===== config.mk =====
export PLATFORM = sky130hd
export DESIGN_NAME = arbitro_rr_multiclase
export DESIGN_NICKNAME = d
export VERILOG_FILES = /design/src/rtl/arbitro_rr_multiclase.sv
export SDC_FILE = /design/constraint.sdc
export NUM_CORES = 1
export LEC_CHECK = 0
export BUFFER_PORTS_ARGS = -buffer_cell sky130_fd_sc_hd__buf_2
export CAP_MARGIN = 20
export CELL_PAD_IN_SITES_DETAIL_PLACEMENT = 0
export CELL_PAD_IN_SITES_GLOBAL_PLACEMENT = 1
export CORE_MARGIN = 3
export CORE_UTILIZATION = 37
export CTS_BUF_LIST = sky130_fd_sc_hd__clkbuf_16
export DETAILED_ROUTE_END_ITERATION = 10
export GPL_TIMING_DRIVEN = 1
export HOLD_SLACK_MARGIN = 0.02
export PLACE_DENSITY_LB_ADDON = 0.12
export SLEW_MARGIN = 15
export SYNTH_ARGS = -nofsm -noshare
export SYNTH_HDL_FRONTEND = slang
export SYNTH_SLANG_ARGS = --single-unit

===== constraint.sdc =====
create_clock -name clk -period 10.6 [get_ports clk]
set_input_delay 2.12 -clock clk [delete_from_list [all_inputs] [get_ports clk]]
set_output_delay 2.12 -clock clk [all_outputs]
set_load 0.005 [all_outputs]

===== src/rtl/arbitro_rr_multiclase.sv =====
// ---------------------------------------------------------------------------------------------
// arbitro_rr_multiclase
//
// Multi-input class router. Selects one word per cycle from NUM_IN first-word-fall-through
// input FIFOs and forwards it to one of NUM_OUT = 2**CLASS_W output FIFOs. The output FIFO is
// chosen by the word's class field, which is its top CLASS_W bits. The arbitration mode is
// chosen at runtime: round-robin, or fixed priority with input 0 highest. An input is skipped
// when its destination FIFO is almost full; the other inputs are still served. A saturating
// transfer counter is kept for each output.
//
// Ports
//   clk                 clock
//   reset               synchronous reset, active low
//   data_in_i           head word of each input FIFO; slice i = [i*WORD_SIZE +: WORD_SIZE]
//   fifo_empty_i        empty flag per input FIFO
//   fifos_almost_full_i almost-full flag per output FIFO
//   prio_mode_i         0 = round-robin, 1 = fixed priority (input 0 highest)
//   cnt_clear_i         synchronous clear of all transfer counters
//   data_out_o          registered word to the output FIFOs
//   pop_o               one-hot pop to the input FIFOs (combinational)
//   push_o              one-hot push to the output FIFOs (registered)
//   cuenta_o            per-output transfer counters; slice j = [j*CNT_W +: CNT_W]
//   idle_o              registered; high when nothing was granted and all inputs were empty
// ---------------------------------------------------------------------------------------------
module arbitro_rr_multiclase #(
   parameter int unsigned WORD_SIZE = 12,
   parameter int unsigned NUM_IN    = 4,
   parameter int unsigned CLASS_W   = 2,
   parameter int unsigned CNT_W     = 5,
   localparam int unsigned NUM_OUT  = 2 ** CLASS_W
) (
   input  logic                        clk,
   input  logic                        reset,
   input  logic [NUM_IN*WORD_SIZE-1:0] data_in_i,
   input  logic [NUM_IN-1:0]           fifo_empty_i,
   input  logic [NUM_OUT-1:0]          fifos_almost_full_i,
   input  logic                        prio_mode_i,
   input  logic                        cnt_clear_i,
   output logic [WORD_SIZE-1:0]        data_out_o,
   output logic [NUM_IN-1:0]           pop_o,
   output logic [NUM_OUT-1:0]          push_o,
   output logic [NUM_OUT*CNT_W-1:0]    cuenta_o,
   output logic                        idle_o
);

   localparam int unsigned PTR_W = $clog2(NUM_IN);
   localparam logic [CNT_W-1:0] CntMax = {CNT_W{1'b1}};

   // ------------------------------------------------------------------------------------------
   // State
   // ------------------------------------------------------------------------------------------
   logic [WORD_SIZE-1:0] data_out_q, data_out_d;
   logic [NUM_OUT-1:0]   push_q,     push_d;
   logic [PTR_W-1:0]     last_q,     last_d;
   logic                 idle_q,     idle_d;
   logic [CNT_W-1:0]     cnt_q [NUM_OUT];
   logic [CNT_W-1:0]     cnt_d [NUM_OUT];

   // ------------------------------------------------------------------------------------------
   // Per-input class and eligibility
   // ------------------------------------------------------------------------------------------
   logic [CLASS_W-1:0] cls [NUM_IN];
   logic [NUM_IN-1:0]  elig;

   always_comb begin
      for (int i = 0; i < NUM_IN; i++) begin
         cls[i]  = data_in_i[i*WORD_SIZE + (WORD_SIZE - CLASS_W) +: CLASS_W];
         elig[i] = !fifo_empty_i[i] && !fifos_almost_full_i[cls[i]];
      end
   end

   // ------------------------------------------------------------------------------------------
   // Grant selection
   // ------------------------------------------------------------------------------------------
   logic                 gnt_valid;
   logic [PTR_W-1:0]     gnt_idx;
   logic [CLASS_W-1:0]   gnt_cls;
   logic [WORD_SIZE-1:0] gnt_word;

   // Both scans run from the lowest to the highest precedence, so the last eligible hit
   // written is the winner.
   always_comb begin
      gnt_valid = 1'b0;
      gnt_idx   = '0;
      if (prio_mode_i) begin
         for (int i = NUM_IN - 1; i >= 0; i--) begin
            if (elig[i]) begin
               gnt_valid = 1'b1;
               gnt_idx   = PTR_W'(i);
            end
         end
      end else begin
         // Round-robin scan order is last+1, last+2, ..., last+NUM_IN (mod NUM_IN).
         for (int k = NUM_IN; k >= 1; k--) begin
            if (elig[(int'(last_q) + k) % NUM_IN]) begin
               gnt_valid = 1'b1;
               gnt_idx   = PTR_W'((int'(last_q) + k) % NUM_IN);
            end
         end
      end
   end

   always_comb begin
      gnt_cls  = cls[gnt_idx];
      gnt_word = data_in_i[int'(gnt_idx)*WORD_SIZE +: WORD_SIZE];
   end

   // The pop is suppressed during reset so the input FIFOs never advance at a reset edge.
   always_comb begin
      pop_o = '0;
      if (reset && gnt_valid) begin
         pop_o = NUM_IN'(1) << gnt_idx;
      end
   end

   // ------------------------------------------------------------------------------------------
   // Next-state logic
   // ------------------------------------------------------------------------------------------
   always_comb begin
      data_out_d = data_out_q;
      push_d     = '0;
      last_d     = last_q;
      if (gnt_valid) begin
         data_out_d = gnt_word;
         push_d     = NUM_OUT'(1) << gnt_cls;
         last_d     = gnt_idx;
      end
      idle_d = !gnt_valid && (&fifo_empty_i);
   end

   // The clear takes precedence over a same-cycle increment.
   always_comb begin
      for (int j = 0; j < NUM_OUT; j++) begin
         cnt_d[j] = cnt_q[j];
      end
      if (cnt_clear_i) begin
         for (int j = 0; j < NUM_OUT; j++) begin
            cnt_d[j] = '0;
         end
      end else if (gnt_valid && (cnt_q[gnt_cls] != CntMax)) begin
         cnt_d[gnt_cls] = cnt_q[gnt_cls] + CNT_W'(1);
      end
   end

   // ------------------------------------------------------------------------------------------
   // Registers
   // ------------------------------------------------------------------------------------------
   // last_q resets to NUM_IN-1 so the first round-robin search starts at input 0.
   always_ff @(posedge clk) begin
      if (!reset) begin
         data_out_q <= '0;
         push_q     <= '0;
         last_q     <= PTR_W'(NUM_IN - 1);
         idle_q     <= 1'b1;
         for (int j = 0; j < NUM_OUT; j++) begin
            cnt_q[j] <= '0;
         end
      end else begin
         data_out_q <= data_out_d;
         push_q     <= push_d;
         last_q     <= last_d;
         idle_q     <= idle_d;
         for (int j = 0; j < NUM_OUT; j++) begin
            cnt_q[j] <= cnt_d[j];
         end
      end
   end

   // ------------------------------------------------------------------------------------------
   // Outputs
   // ------------------------------------------------------------------------------------------
   always_comb begin
      data_out_o = data_out_q;
      push_o     = push_q;
      idle_o     = idle_q;
      for (int j = 0; j < NUM_OUT; j++) begin
         cuenta_o[j*CNT_W +: CNT_W] = cnt_q[j];
      end
   end

endmodule

# After elaboration in Yosys (flattened, before gate mapping)
# Memories as Yosys holds them, arrays and structs flattened.
# Cells that the tools add are included.
[word_totals]
regBits = 19
ramBits = 20
in_bits = 60
wordCells = 100
memories = 1
[memory_table]
columns = ["memory", "words", "width", "read_ports", "rd_clocked_by_memory_dff", "write_ports", "line", "text"]
rows = [
  ["cnt_q", 4, 5, 5, 0, 4, "56", "logic [CNT_W-1:0] cnt_q [NUM_OUT];"],
]
[op_classes]
add_sub_neg = 5
mul = 1
order_cmp = 11
eq_ne = 1
shifts = 3
n_mux = 49
bitwise_logic = 6
reduce_logical = 19
[op_table]
columns = ["operator", "count"]
rows = [
  ["48-bit by 7-bit indexed part select with 12-bit output", 1],
  ["20-bit 2-to-1 mux", 2],
  ["5-bit 2-to-1 mux", 5],
  ["2-bit by 3-bit < comparator with 1-bit output (second input constant)", 8],
  ["2-bit 2-to-1 mux", 11],
  ["20-bit bitwise mux", 1],
  ["1-bit 2-to-1 mux", 19],
  ["1-bit binary-select mux with 2-bit select", 8],
  ["5-bit demux with 2-bit select", 1],
  ["1-bit zero test", 9],
  ["1-bit logical AND", 8],
  ["1-bit by 2-bit << shifter with 4-bit output (first input constant)", 2],
  ["3-bit >= comparator (second input constant)", 2],
  ["2-bit NOT with 3-bit output", 2],
  ["5-bit by 1-bit adder with 5-bit output (second input constant)", 1],
  ["5-bit inequality test (second input constant)", 1],
  ["2-bit by 1-bit adder with 2-bit output (second input constant)", 2],
  ["2-bit adder (second input constant)", 2],
  ["2-bit binary-select mux with 2-bit select", 1],
  ["2-bit by 2-bit multiplier with 4-bit output (second input constant)", 1],
  ["4-bit 2-to-1 mux", 1],
  ["1-bit OR", 4],
  ["4-bit AND reduction", 1],
  ["3-bit by 1-bit < comparator with 1-bit output (second input constant)", 1],
  ["2-bit AND reduction", 1],
]

# Longest topological paths before layout
[logic_depth]
depth_word = 24
depth_mapped = 19
mapped_depth_nobuf = 16

# Worst setup path after synthesis
# OpenSTA, ideal clock, no wires.
[synth_timing]
kind = "input -> output"
from = "input data_in_i[34]"
to = "output pop_o[2]"
arrival_ns = 4.311
required_ns = 8.480
path_slack_ns = 4.169
path_stages = 9
path_buffers = 3
path_cell_list = "mux4_2 or2_1 nor2b_4 a21oi_1 buf_2 buf_1 clkbuf_1 inv_1 nor3b_1"
[synth_via]
elab_chain_len = 13
[synth_rtl]
columns = ["item", "line", "text"]
rows = [
  ["from (decl)", "34", "input logic [NUM_IN*WORD_SIZE-1:0] data_in_i,"],
  ["1-bit binary-select mux with 2-bit select *", "68", "elig[i] = !fifo_empty_i[i] && !fifos_almost_full_i[cls[i]];"],
  ["1-bit 2-to-1 mux (not written as such) *", "68", ""],
  ["1-bit zero test *", "68", ""],
  ["1-bit logical AND *", "68", ""],
  ["1-bit binary-select mux with 2-bit select", "95", "if (elig[(int'(last_q) + k) % NUM_IN]) begin"],
  ["1-bit 2-to-1 mux (not written as such)", "95", ""],
  ["2-bit 2-to-1 mux / 1-bit 2-to-1 mux (equally long branches) (4 in series)", "95", ""],
  ["2-bit 2-to-1 mux / 1-bit 2-to-1 mux (equally long branches)", "85", "if (prio_mode_i) begin"],
  ["1-bit by 2-bit << shifter with 4-bit output / 1-bit logical AND (equally long branches)", "112, 111", ""],
  ["4-bit 2-to-1 mux *", "111", "if (reset && gnt_valid) begin"],
  ["to (decl)", "40", "output logic [NUM_IN-1:0] pop_o,"],
]
# Mark *: on every way between the ends. The rest lies on a longest branch, timed or not. The select of a mux whose other input is x is not followed.

# Worst setup path in the final report
[layout_timing]
from = "input data_in_i[34]"
to = "output pop_o[3]"
# Same word-level chain as after synthesis.

==> metrics <==
Max Freq 155 MHz; Yosys warning total 0; Die Y-Extent roughly 85 um; Mapped Area around 0.0023 mm2; worst clock skew 0.00476 ns; Post-synth top flop dfxtp_1; Nets about 400; total global-route track usage ~16%; type of origin of the critical path input pin; Placement Rows 28; Slew headroom a little over two fifths; post-synthesis simple-gate area fraction about a fifth; clock network latency to the later pin of the worst-skew pair 0.28 ns; post-synthesis compound-gate area fraction a little under a fifth; mux contribution to synthesized area between 20% and 30%; H-tree depth 2; clock buffer depth 2; Synth Area in Adders 1.09%; first-pass GRT wire length 9440 um; crit share post-route between 60% and 70%; Vias between 2000 and 2500; final hold slack between 0.5 and 0.6 ns; RSZ-0062 raised after global routing false; sequential share of the synthesized area roughly a third; Synth Area in XOR/XNOR under 10%; Mapped Cells 250; CTS tree yes; Comb pwr share between 30 and 40%; drt first-iter violations 50; worst slack at placement just under 4 ns; total die area 0.00717 mm2; count of hold-fix buffers inserted at cts 0; met2 Track Usage GR a little over a quarter; pin count of the biggest net entering global routing 35; Mapped Nets about 310; I/O Buffers 100; layout cells sized above 1 around 37%; Final WS setup 4.13 ns; area of the multi-input gates about 0.0014 mm2; post-synth top area cell dfxtp_1; Initial DRT Pass Iterations 4; Worst Path Required between 8 and 9 ns; gr ovfl total 0; met1 GRT Util 19.8%; HP Class register to register; number of cells after detailed placement ~400; PostCTS Resize Cnt 0; sequential power share between 30% and 40%; Chip Width between 80 and 90 um; clock transition at the registers of the reported paths about 0.060 ns; Clk pwr share a little under a third; critical-path maximum fanout 27; worst slew pin tran roughly 0.86 ns; post-synth top area share 34.1%; WL/cell 13.8 um; EDFF count, synth 0; static leakage approximately 1.3 nW; Synth top cells by count dfxtp_1, mux2i_1, a211oi_1, nor2_1, nor2b_1; Clk Tree Root Cell clkbuf_16; Mean Syn Cell Area between 9 and 10 um2; Initial Util about two fifths; Inserted Diodes 0; Final Hold Fails 0; core area between 0.005 and 0.006 mm2; routability cong. 0.770; Layout area overhead 29.4%; Total Wirelength slightly below 6000 um; CTS Buf Count 5; largest family of logic cells by synthesized area multiplexers; status complete, no violations; Vias/cell 4.98; top cells by area, synth dfxtp_1, mux2i_1, a211oi_1, nor2b_1, nor2_1; setup bufs post-CTS 0; Final Slew Violations 0; critical path arrival approximately 4.4 ns; GR peak layer met2; setup violators final 0; setup_tns 0 ns; Crit Path Class input pin to output port; P_int between 0.0003 and 0.0004 W; initial antenna violation count 0; synthesized flop and latch total 39; Crit. End Element output port; top-count cell post-synth dfxtp_1; Sw Ratio 32.3%; antenna viol nets, final 0; power density cells 157 mW/mm2; DRC Markers 0; Yosys cell types 44; crit path time final roughly 6.5 ns; DPL Wire Length 4250 um; clock sink total 39; register area 781 um2; total power around 0.00046 W; Ports between 100 and 150; Layout Cells excl Fill between 400 and 500; Async SR Flop Fraction 0%; Psw 0.000150 W; Peak VDD IR around 0.076 mV; Global Route met3 Usage approximately 4.5%; # fillers 595; vias in the first global route 2016; max-capacitance violation count 0
sequential cells by signal, indices dropped and copies added (netlist names):
signal,cells
push_o,4
idle_o,1
last_q,2
cnt_q,20
data_out_o,12
routing by layer:
layer	up-vias	part of all wire (%)
met5	-	0
met4	0	0.76
met3	4	5.9
met2	57	48
met1	929	45
li1	1088	-
power groups by stage:
stage,Combinational (W),Clock [W],Sequential (W)
2_1_floorplan,0.000110,0,0.000173
3_3_place_gp,0.000154,0,0.000172
3_5_place_dp,0.000153,0,0.000172
4_1_cts,0.000154,0.000149,0.000169
5_1_grt,0.000170,0.000153,0.000171
6_report,0.000152,0.000143,0.000169
worst max-delay path, stage by stage:
cell     delay (ns)
buf_2          0.10
mux4_2         0.47
or2_1          0.26
nor2b_4        0.15
and3_4         0.25
a211o_1        0.38
buf_4          0.25
nor3_1         0.21
buf_2          0.14
cell type report:
| cell class | instances | share of cell area (%) |
|---|---|---|
| Multi-Input combinational cell | 191 | 48.1 |
| Sequential cell | 39 | 26.4 |
| Timing Repair Buffer | 102 | 17.4 |
| Clock buffer | 5 | 4.22 |
| Tap cell | 75 | 3.17 |
| Clock inverter | 3 | 0.549 |
| Inverter | 2 | 0.253 |
logic make-up after synthesis:
group,Yosys count
xor gates and xnor gates,2
muxes,43
and+or+nand+nor,83
buffers and inverters,20
AOI/OAI and AO/OA,61
DFF,39
adders and majority gates,2
per-stage QoR:
step	instance area [um2]	utilization [%]
6_report	2960	49.7
5_1_grt	2960	49.7
4_1_cts	2960	49.7
3_5_place_dp	2820	47.4
3_3_place_gp	2820	47.4
2_1_floorplan	2290	-
cells in the final DEF (no fill, tap or decap), types with 3 or more instances in the layout:
cell,instances
inv_1,3
buf_2,100
mux2i_1,37
nor3b_1,4
o21ai_0,3
nand2_1,7
nand2b_1,4
a211oi_1,28
nor3_1,3
a211oi_2,4
dfxtp_1,39
a21oi_1,15
clkbuf_16,5
nor2_1,27
nor2b_1,26
worst paths after layout:
check | from | to | slack (ns) | cells after the start
worst max-delay path | data_in_i[34] | pop_o[3] | 4.13 | 9
worst min-delay path | data_out_o[1] | data_out_o[1] | 0.50 | 2
worst max register to register | last_q[1] | cnt_q[1][4] | 6.42 | 15
worst min register to register | data_out_o[1] | data_out_o[1] | 0.50 | 2
No activity file was read; power rests on OpenSTA's default activity.
